$ cat src/rtl/rvfpm_issue_queue.sv
// In-order issue buffer between the XIF offload interface and the rvfpm FPU model.
// Entries wait for commit/kill; committed ones dispatch in order, killed ones drain silently.
module rvfpm_issue_queue #(
    parameter int unsigned X_ID_WIDTH  = 4,
    parameter int unsigned DEPTH       = 4,
    parameter int unsigned INSTR_WIDTH = 32
) (
    input  logic                         ck,
    input  logic                         rst,
    input  logic                         issue_valid,
    output logic                         issue_ready,
    input  logic [INSTR_WIDTH-1:0]       issue_instr,
    input  logic [X_ID_WIDTH-1:0]        issue_id,
    input  logic                         commit_valid,
    input  logic [X_ID_WIDTH-1:0]        commit_id,
    input  logic                         commit_kill,
    input  logic                         flush,
    input  logic                         fpu_ready,
    output logic                         enable,
    output logic [INSTR_WIDTH-1:0]       instruction,
    output logic [X_ID_WIDTH-1:0]        id,
    output logic [$clog2(DEPTH+1)-1:0]   count,
    output logic                         commit_miss
);

    localparam int unsigned PW = $clog2(DEPTH);
    localparam int unsigned CW = $clog2(DEPTH + 1);

    logic [INSTR_WIDTH-1:0] instr_q [DEPTH];
    logic [X_ID_WIDTH-1:0]  id_q    [DEPTH];
    logic [DEPTH-1:0]       cmt_q;
    logic [DEPTH-1:0]       kil_q;
    logic [PW-1:0]          rd_q;
    logic [PW-1:0]          wr_q;
    logic [CW-1:0]          count_q;
    logic [CW-1:0]          count_d;
    logic                   enable_q;
    logic [INSTR_WIDTH-1:0] instruction_q;
    logic [X_ID_WIDTH-1:0]  id_out_q;
    logic                   miss_q;

    logic          accept;
    logic          pop;
    logic          dispatch;
    logic          found;
    logic [PW-1:0] hit_idx;
    logic [PW-1:0] scan_idx;
    logic          new_hit;
    logic          miss;

    assign issue_ready = (count_q < CW'(DEPTH));
    assign accept      = issue_valid && issue_ready;

    // Oldest stored, uncommitted entry carrying commit_id; scan starts at the head.
    always_comb begin
        found    = 1'b0;
        hit_idx  = '0;
        scan_idx = '0;
        for (int i = 0; i < DEPTH; i++) begin
            scan_idx = rd_q + PW'(i);
            if (!found && commit_valid && (CW'(i) < count_q) && !cmt_q[scan_idx] &&
                (id_q[scan_idx] == commit_id)) begin
                found   = 1'b1;
                hit_idx = scan_idx;
            end
        end
    end

    assign new_hit  = commit_valid && !found && accept && (issue_id == commit_id);
    assign miss     = commit_valid && !found && !new_hit;
    assign pop      = (count_q != '0) && cmt_q[rd_q] && (kil_q[rd_q] || fpu_ready);
    assign dispatch = pop && !kil_q[rd_q];
    assign count_d  = count_q + CW'(accept) - CW'(pop);

    always_ff @(posedge ck) begin
        if (accept && !rst && !flush) begin
            instr_q[wr_q] <= issue_instr;
            id_q[wr_q]    <= issue_id;
        end
    end

    always_ff @(posedge ck) begin
        if (rst) begin
            rd_q          <= '0;
            wr_q          <= '0;
            count_q       <= '0;
            cmt_q         <= '0;
            kil_q         <= '0;
            enable_q      <= 1'b0;
            instruction_q <= '0;
            id_out_q      <= '0;
            miss_q        <= 1'b0;
        end else if (flush) begin
            rd_q     <= '0;
            wr_q     <= '0;
            count_q  <= '0;
            cmt_q    <= '0;
            kil_q    <= '0;
            enable_q <= 1'b0;
            miss_q   <= 1'b0;
        end else begin
            // Head is committed when popped and a hit is uncommitted, so these never collide.
            if (pop) begin
                cmt_q[rd_q] <= 1'b0;
                kil_q[rd_q] <= 1'b0;
                rd_q        <= rd_q + PW'(1);
            end
            if (accept) begin
                cmt_q[wr_q] <= new_hit;
                kil_q[wr_q] <= new_hit && commit_kill;
                wr_q        <= wr_q + PW'(1);
            end
            if (found) begin
                cmt_q[hit_idx] <= 1'b1;
                kil_q[hit_idx] <= commit_kill;
            end
            count_q  <= count_d;
            enable_q <= dispatch;
            miss_q   <= miss;
            if (dispatch) begin
                instruction_q <= instr_q[rd_q];
                id_out_q      <= id_q[rd_q];
            end
        end
    end

    assign enable      = enable_q;
    assign instruction = instruction_q;
    assign id          = id_out_q;
    assign count       = count_q;
    assign commit_miss = miss_q;

endmodule

$ cat config.mk
export PLATFORM = sky130hd
export DESIGN_NAME = rvfpm_issue_queue
export DESIGN_NICKNAME = d
export VERILOG_FILES = /design/src/rtl/rvfpm_issue_queue.sv
export SDC_FILE = /design/constraint.sdc
export NUM_CORES = 1
export LEC_CHECK = 0
export CAP_MARGIN = 15
export CORE_UTILIZATION = 61
export CTS_CLUSTER_DIAMETER = 120
export CTS_CLUSTER_SIZE = 8
export DETAILED_ROUTE_END_ITERATION = 7
export PLACE_DENSITY = 0.9
export SETUP_SLACK_MARGIN = 0.1
export SYNTH_ARGS = -nofsm -noshare
export SYNTH_HDL_FRONTEND = slang
export SYNTH_SLANG_ARGS = --single-unit
$ cat constraint.sdc
create_clock -name ck -period 7 [get_ports ck]
set_clock_uncertainty 0.1 [all_clocks]
set_input_delay 0.7 -clock ck [delete_from_list [all_inputs] [get_ports ck]]
set_output_delay 0.7 -clock ck [all_outputs]
set_load 0.02 [all_outputs]
# Yosys cells after proc, flatten, opt, wreduce, memory -nomap -nowiden

Memory sizes are Yosys's and may differ from the RTL's. A register that Yosys moved wholly into a read port is not among the register bits.
Index checks and enable logic that the tools add are counted.

Latch bits: 0
Bits in read-only memories: 0
Register bits after elaboration: 21
Bits in writable memories: 144
Memories kept: 2
Bits of input ports: 47

Reduce and logical (&&, ||, !) cells: 45
Multiplexer cells: 45
Bitwise operators: 5
Divide/modulo/power cells: 0
Equality and inequality tests: 5
Add/subtract/negate cells: 6
Multiply operators: 0
Shift-type cells: 0
Magnitude comparators: 14

Memory list:

| memory  | depth | bits a word | rd ports | clocked after Yosys merged registers in | wr ports | line | RTL |
|---|---|---|---|---|---|---|---|
| instr_q | 4     | 32          | 1        | 1                                       | 1        | 29   | `logic [INSTR_WIDTH-1:0] instr_q [DEPTH];` |
| id_q    | 4     | 4           | 4        | 1                                       | 1        | 30   | `logic [X_ID_WIDTH-1:0] id_q [DEPTH];` |

Operators by type and width:

| cell                                                               | count |
|---|---|
| two-way mux 4 bit                                                  | 14 |
| logical AND 1 bit                                                  | 29 |
| == test 4 bit                                                      | 5 |
| < comparator 2 x 3 -> 1 bit (second input constant)                | 6 |
| two-way mux 1 bit                                                  | 14 |
| bitwise mux 4 bit                                                  | 3 |
| zero test 1 bit                                                    | 12 |
| two-way mux 2 bit                                                  | 6 |
| binary-select mux 1 bit (select 2 bit)                             | 5 |
| bitwise AND 4 bit                                                  | 2 |
| demux 1 bit (select 2 bit)                                         | 3 |
| greater-or-equal comparator 2 x 1 -> 1 bit (second input constant) | 3 |
| < comparator 1 x 3 -> 1 bit (first input constant)                 | 2 |
| < comparator 2 x 3 -> 1 bit (first input constant)                 | 2 |
| adder 2 x 1 -> 2 bit (second input constant)                       | 2 |
| adder 2 bit (second input constant)                                | 2 |
| NOT 4 bit                                                          | 1 |
| bitwise OR 4 bit                                                   | 1 |
| adder 3 x 1 -> 3 bit                                               | 1 |
| < comparator 3 bit (second input constant)                         | 1 |
| nonzero test 3 bit                                                 | 1 |
| subtractor 3 x 1 -> 3 bit                                          | 1 |
| AND reduction 2 bit                                                | 1 |
| OR reduction 2 bit                                                 | 1 |
| other kinds (2)                                                    | 2 |

# Logic depth before layout (Yosys ltp)

Gate-level depths: netlist of the first run.

Word-level depth: 35
Mapped depth: 16
Gate-level depth less buffers: 10

# Worst setup path after synthesis of the first run

No wires, ideal clock.

Path kind: flip-flop to flip-flop
Start: register rd_q[0]
End: register kil_q[3]
Path slack: 2.893 ns
Cell stages (with the launch flop): 17
Arrival: 3.885 ns
Path buffers: 6
Library setup time: 0.122 ns
Clock period less this slack: 4.107 ns
Cell sequence: dfxtp_1 buf_6 buf_2 buf_2 buf_2 inv_1 ha_1 clkbuf_1 buf_1 mux4_1 xnor2_1 nand3_1 or2_1 o41a_1 o211ai_1 nand2_1 o2bb2ai_1

Elaborated cells between the ends (all ways): 75

RTL lines:

| item                                                             | line | RTL |
|---|---|---|
| start, declared                                                  | 33   | `logic [PW-1:0] rd_q;` |
| start signal, assigned                                           | 106  | `rd_q <= rd_q + PW'(1);` |
| adder 2 bit *                                                    | 60   | `scan_idx = rd_q + PW'(i);` |
| named net scan_idx[0]                                            | 47   | `logic [PW-1:0] scan_idx;` |
| branches (longest 16 deep; another with memory read (4 x 4 bit)) | --   |  |
| two-way mux 4 bit *                                              | 113  | `if (found) begin` |
| end signal, assigned by index                                    | 110  | `kil_q[wr_q] <= new_hit && commit_kill;` |
| end signal, assigned by index                                    | 115  | `kil_q[hit_idx] <= commit_kill;` |
| end, declared                                                    | 32   | `logic [DEPTH-1:0] kil_q;` |

Mark *: on every way through the listed nets, which the timed path passes. The select of a mux whose other input is x is not followed.
A chain may end at the register's enable or synchronous reset.

# Worst setup path after layout of the first run

Ends and elaborated chain as after synthesis.

==> summary.md, run 1 <==
| Metric | Value |
|---|---|
| I/O Pins | between 80 and 90 |
| Period utilisation layout | 0.6175 |
| Finish-stage setup viols | 0 |
| Unique masters post-synth | 50 |
| Largest family of logic cells by synthesized area | multiplexers |
| Crit path buf inv count | 1 |
| Synth Area per Inst | around 15 um2 |
| CP arrival | 4.56 ns |
| Largest net degree at the start of global routing | 58 |
| Routability congestion estimate | 0.8943 |
| Period minus WS final | 4.323 ns |
| CP max stage cell | dfxtp_4 |
| Synth-to-Final Area Change | 19.79% |
| EDFF count, synth | around 140 |
| Register area share after synthesis | 0.6582 |
| Final Hold Fails | 0 |
| Crit path capture type | flip-flop |
| DR pass1 iterations | 4 |
| Area of placed instances | 9259 um2 |
| DIE HEIGHT | 118.2 um |
| Max incr delay on CP | a little over 1 ns |
| Synth Area in Simple Gates | 0.08151 |
| First-pass GRT wire length | about 27 mm |
| Power per cell area | 238.4 nW/um2 |
| Final WS setup | approximately 2.7 ns |
| Reg-to-reg slack, setup | 2.68 ns |
| WL per Instance | 21.12 um |
| Post-synth ARST share | 0 |
| Port Buffers | 88 |
| Top delay family on crit path | compound AO/OA/AOI/OAI gates |
| Worst hold slack | roughly 0.35 ns |
| Yosys warns | 0 |
| Antenna violations before repair | 0 |
| Type of the worst setup path | flip-flop to flip-flop |
| Initial core utilization | 0.6249 |
| Share of cells above drive strength 1 | 0.1559 |
| RSZ-0062 raised after global routing | no |
| Placed insts | 779 |
| Fill count | 788 |
| Reg2Reg Launch Point | rd_q[0] |
| Overall Global Routing Usage | 0.2654 |
| Register area | 5430 um2 |
| Final core occ | 0.7486 |
| Post-Synth Adder-Cell Area | 0.02064 |
| WP data required | a little over 7 ns |
| Synth Area in Compound Gates | 0.05161 |
| Final Slew Violations | 0 |
| Max rail drop VDD | 0.2130 mV |
| Total CTS buffers | 17 |
| Std-Cell Rows | 42 |
| Setup tns final | 0 ns |
| Worst-path fanout max | 57 |
| Post-Syn Nets | 601 |
| DP HPWL | 10.36 mm |
| Crit. Startpoint | rd_q[0] |
| Status | complete, no violations |
| Synth Area in XOR/XNOR | 0.02338 |
| Initial DRC count | 312 |
| CTS resizes | 0 |
| DRC viols | 0 |
| Leak pwr | 3.082 nW |
| Root Driver | clkbuf_16 |
| Design Area, Final | 9874 um2 |
| Clk sinks | 199 |
| Min-delay src | instruction[26] |
| Worst-Margin Slew | 1.050 ns |
| Number of post-CTS setup repair buffers | 0 |
| TritonCTS clock tree | built |
| Core area | approximately 13000 um2 |
| Grt ovf | 0 |
| Maxcap violations | 0 |
| Worst Setup Start Kind | flip-flop |
| CTS H-Tree Depth | 4 |
| Clock transition at path regs | 0.07 ns |
| Synth Cell Area | just over 8000 um2 |
| Slew Limit Headroom | 0.2985 |
| Vias in the first global route | 5121 |
| Antenna-violating nets left | 0 |
| Footprint of the multi-input gates | 2665 um2 |
| # diodes | 0 |
| Final #Nets | 682 |
| Routed WL | 17.13 mm |
| F_max | ~230 MHz |
| Crit path cell chain | inv_1 -> ha_1 -> mux4_2 -> xnor2_1 -> a211o_1 -> or2_1 -> o41a_1 -> o211ai_1 -> a32oi_1 -> o2bb2ai_1 |
| Die ar. | 13980 um2 |
| Vias per Instance | between 6 and 7 |
| Mux share of post-synthesis cell area | 0.1445 |
| Via count | 4969 |
| Cell count after synthesis | 541 |
| CTS max path bufs | 2 |
| Setup slack at placement | 2.699 ns |
| Worst hold path class | flip-flop to flip-flop |
| Ys flop type | edfxtp_1 |
| Clock latency on the worst-skew pair | 0.43 ns |
| Cts hold-fix bufs | 0 |
| Overall Power | around 2.4 mW |
| Synthesized flop and latch total | between 150 and 200 |
| Die width | 118.2 um |
| Non-filler cells, final | around 810 |
[Yosys cell counts (2+ instances only)]
cell type  number  share of area
o21ai_1         2         0.0012
nor2b_1         2         0.0015
mux4_1          4          0.013
or2_2           2         0.0015
a32oi_1         2         0.0021
ha_1           12          0.018
and2_1          3         0.0023
a21oi_1        44          0.027
and3_1          6         0.0046
xnor2_1        14          0.015
xor2_1          8         0.0085
nor3_1          4         0.0024
o2bb2ai_1       2         0.0021
dfxtp_1        55           0.13
clkbuf_1       21         0.0096
buf_2           4         0.0024
nor4_2          2         0.0030
nand2_1        87          0.040
inv_1          12         0.0055
a22oi_1         2         0.0018
nand4_1         5         0.0038
nand4b_1        3         0.0032
edfxtp_1      144           0.52
mux2i_1         5         0.0061
a2bb2oi_2       2         0.0036
buf_1           3         0.0014
nand3_1         6         0.0036
o2111ai_1       2         0.0021
nor2_1         17         0.0077
mux4_2         46           0.13
[power by group]
| part | switching (mW) | leakage (nW) | internal (mW) |
|---|---|---|---|
| Sequential | 0.00438 | 1.75 | 1.27 |
| Combinational | 0.0435 | 1.04 | 0.0397 |
| Clock | 0.419 | 0.296 | 0.575 |
[path summary, 6_finish.rpt]
kind	endpoint	depth (start not counted)
hold / removal	instruction[26]	2
setup reg to reg	kil_q[3]	10
setup / recovery	kil_q[3]	10
hold reg to reg	instruction[26]	2
[layout make-up]
type	count	share of cell area
sequential	199	0.5499
clock buffer	18	0.04448
inverter	12	0.004562
timing repair buffer	91	0.09098
clock inverter	14	0.01787
multi-input combinational	301	0.2699
tap	176	0.02230
[layer usage]
layer	GRT usage	part of all wire
met2	0.4574	0.53
met4	0.1122	0.022
met1	0.3285	0.39
met3	0.05261	0.054
met5	0	0
[cell usage in the layout (no fill, tap or decap), types with 3 or more instances in the layout]
cell type        count
a21oi_1             44
and2_1               3
and3_2               4
buf_4                3
bufinv_16            3
clkbuf_16           17
clkdlybuf4s50_1     87
dfxtp_1             53
edfxtp_1           144
ha_1                12
inv_1               12
mux2i_1              5
mux4_1               4
mux4_2              46
nand2_1             87
nand3_1              6
nand4_1              5
nand4b_1             3
nor2_1              17
nor3_1               4
xnor2_1             14
xor2_1               8
[worst register-to-register path, delay by kind of cell (launching register included)]
kind	cells	cell delay [ns]
compound gates	5	1.37
xor+xnor	1	0.14
fa+ha+maj	1	0.71
buf+inv	1	0.22
flops	1	1.01
mux	1	0.41
simple gates	1	0.28
[registers in the layout, indices dropped and copies added (netlist names), named ones only]
name	flops
rd_q	2
wr_q	2
id	4
instruction	32
commit_miss	1
id_q	16
count	3
cmt_q	4
instr_q	128
kil_q	4
enable	1
[logic make-up (layout without fill, tap and decap cells)]
| logic type | count (synthesis) | count (layout) |
|---|---|---|
| DFF | 199 | 199 |
| and+or+nand+nor | 144 | 144 |
| buffers and inverters | 41 | 135 |
| muxes | 55 | 55 |
| AOI/OAI and AO/OA | 67 | 67 |
| adders and majority gates | 13 | 13 |
| xor gates and xnor gates | 22 | 22 |
No activity file was read; power rests on OpenSTA's default activity.
==> run 2, diff against run 1 <==
--- a/config.mk
+++ b/config.mk
@@ -6,11 +6,11 @@
 export NUM_CORES = 1
 export LEC_CHECK = 0
 export CAP_MARGIN = 15
-export CORE_UTILIZATION = 61
+export CORE_UTILIZATION = 56
 export CTS_CLUSTER_DIAMETER = 120
 export CTS_CLUSTER_SIZE = 8
 export DETAILED_ROUTE_END_ITERATION = 7
-export PLACE_DENSITY = 0.9
+export PLACE_DENSITY = 0.84
 export SETUP_SLACK_MARGIN = 0.1
 export SYNTH_ARGS = -nofsm -noshare
 export SYNTH_HDL_FRONTEND = slang
==> constraint.sdc (replaced) <==
create_clock -name ck -period 4.2 [get_ports ck]
set_clock_uncertainty 0.1 [all_clocks]
set_input_delay 0.42 -clock ck [delete_from_list [all_inputs] [get_ports ck]]
set_output_delay 0.42 -clock ck [all_outputs]
set_load 0.02 [all_outputs]
==> run 2 against run 1 <==
Net effect: via count up 1.8%; design area increased by 0.89%; final cell count is 1.5% higher; critical path depth unchanged; largest power group unchanged; routed wire length rose by 0.73%; clock power is 68% higher; sequential power up 66%; largest cell class unchanged; critical path type unchanged; sequential share of layout area is 0.48 points lower; die area rose by 8.8%; power rose by 67%; global-route usage shrank 1.9 points.
==> summary.md, run 2 (same netlist as run 1, synthesis figures left out) <==
| Metric | Value |
|---|---|
| F_max | 261.4 MHz (was 231.3 MHz) |
| Design Area, Final | 9962 um2 (was 9874 um2) |
| Grt ovf | 0 (unchanged) |
| Commonest non-fill, non-tap cell in the layout | edfxtp_1 (unchanged) |
| Final Hold Fails | 0 (unchanged) |
| Antenna-violating nets left | 0 (unchanged) |
| Non-filler cells, final | 823 (was 811) |
| CTS H-Tree Depth | 4 (unchanged) |
| Routability congestion estimate | 0.9564 (was 0.8943) |
| Maxcap violations | 0 (unchanged) |
| Period utilisation layout | 0.9109 (was 0.6175) |
| Crit. Startpoint | rd_q[1] (was rd_q[0]) |
| Crit path capture type | flip-flop (unchanged) |
| Initial DRC count | 469 (was 312) |
| # diodes | 0 (unchanged) |
| First-pass GRT wire length | 27.01 mm (was 27.26 mm) |
| Synth-to-Final Area Change | 20.86% (was 19.79%) |
| Finish-stage setup viols | 0 (unchanged) |
| Period minus WS final | 3.826 ns (was 4.323 ns) |
| Worst Setup Start Kind | flip-flop (unchanged) |
| Final #Nets | 690 (was 682) |
| Cts hold-fix bufs | 0 (unchanged) |
| Placed insts | 791 (was 779) |
| I/O Pins | 89 (unchanged) |
| Flip-flop count of the largest register, all copies and words added | 128 (unchanged) |
| Port Buffers | 88 (unchanged) |
| Top reg by flops | instr_q (unchanged) |
| Share of cells above drive strength 1 | 0.1664 (was 0.1559) |
| DIE HEIGHT | 123.3 um (was 118.2 um) |
| Worst-path fanout max | 15 (was 57) |
| TritonCTS clock tree | built (unchanged) |
| Die width | 123.3 um (was 118.2 um) |
| DRC viols | 0 (unchanged) |
| Std-Cell Rows | 43 (was 42) |
| Final Slew Violations | 0 (unchanged) |
| Antenna violations before repair | 0 (unchanged) |
| Worst hold path class | flip-flop to flip-flop (unchanged) |
| Clock latency on the worst-skew pair | 0.42 ns (was 0.43 ns) |
| Type of the worst setup path | flip-flop to flip-flop (unchanged) |
| WP data required | 4.45 ns (was 7.24 ns) |
| Area of placed instances | 9349 um2 (was 9259 um2) |
| Initial core utilization | 0.5848 (was 0.6249) |
| WL per Instance | 20.97 um (was 21.12 um) |
| CTS resizes | 0 (unchanged) |
| Vias in the first global route | 5042 (was 5121) |
| Largest net degree at the start of global routing | 40 (was 58) |
| Via count | 5056 (was 4969) |
| CTS max path bufs | 2 (unchanged) |
| Total CTS buffers | 17 (unchanged) |
| DP HPWL | 11.06 mm (was 10.36 mm) |
| Highest-count cells in the layout ignoring fill and taps | edfxtp_1 (144), nand2_1 (87), clkdlybuf4s50_1 (87) (unchanged) |
| Power per cell area | 395.2 nW/um2 (was 238.4 nW/um2) |
| Core area | 14100 um2 (was 13190 um2) |
| Clk sinks | 199 (unchanged) |
| Overall Global Routing Usage | 0.2468 (was 0.2654) |
| Min-delay src | instruction[13] (was instruction[26]) |
| CP arrival | 4.08 ns (was 4.56 ns) |
| Setup tns final | 0 ns (unchanged) |
| Number of post-CTS setup repair buffers | 0 (unchanged) |
| Leak pwr | 3.129 nW (was 3.082 nW) |
| Reg2Reg Launch Point | rd_q[1] (was rd_q[0]) |
| Slew Limit Headroom | 0.4207 (was 0.2985) |
| Clock transition at path regs | 0.07 ns (about the same) |
| DR pass1 iterations | 6 (was 4) |
| Status | complete, no violations (unchanged) |
| Die ar. | 15210 um2 (was 13980 um2) |
| Max rail drop VDD | 0.3077 mV (was 0.2130 mV) |
| Routed WL | 17.26 mm (was 17.13 mm) |
| Vias per Instance | 6.143 (was 6.127) |
| Root Driver | clkbuf_16 (unchanged) |
| RSZ-0062 raised after global routing | no (unchanged) |
| Worst-Margin Slew | 0.8690 ns (was 1.050 ns) |
| Worst hold slack | 0.3567 ns (was 0.3531 ns) |
| Fill count | 894 (was 788) |
==> run 2: area by class of cell <==
type                       instances  area [um2]  area share
timing repair buffer              99       983.4     0.09872
inverter                          12       45.04    0.004521
clock inverter                    14       183.9     0.01846
tap                              180       225.2     0.02261
sequential                       199        5430      0.5451
clock buffer                      18       429.2     0.04308
multi-input combinational        301        2665      0.2675
==> run 2: through the flow <==
step / setup slack, ns / total power, mW / utilization
6_report: 0.3741 / 3.937 / 0.7067
5_1_grt: 0.1757 / 4.047 / 0.7067
4_1_cts: 0.4532 / 3.958 / 0.7067
3_5_place_dp: 0.5122 / 2.312 / 0.6632
3_3_place_gp: 0.6702 / 2.305 / 0.6632
2_1_floorplan: 0.2008 / 2.228 / -
==> run 2: path summary, 6_finish.rpt <==
| check | end | slack (ns) | cells past startpoint |
|---|---|---|---|
| setup reg to reg | kil_q[2] | 0.37 | 10 |
| hold reg to reg | instruction[13] | 0.36 | 2 |
| hold / removal | instruction[13] | 0.36 | 2 |
| setup / recovery | kil_q[2] | 0.37 | 10 |
==> run 2: report_power, final <==
group | switching (mW) | internal, mW | leakage, nW
Combinational | 0.0758 | 0.0690 | 1.09
Clock | 0.712 | 0.954 | 0.294
Sequential | 0.00708 | 2.12 | 1.75
==> run 2: per-layer routing <==
metal,share of wire,routed length [um],GRT usage,up-vias
met4,0.027,459,0.09262,0
met5,0,0,0,-
li1,-,-,-,2234
met3,0.067,1148,0.04520,45
met2,0.52,8906,0.4127,267
met1,0.39,6740,0.3237,2510
==> run 2: worst max-delay path, cell delays in order, from the launching register on <==
cell	delay [ns]
dfxtp_2	0.58
inv_1	0.19
ha_1	0.72
mux4_2	0.41
xnor2_1	0.14
a211o_1	0.28
or2_1	0.28
o41a_1	0.38
o211ai_1	0.34
a32oi_1	0.14
o2bb2ai_1	0.17
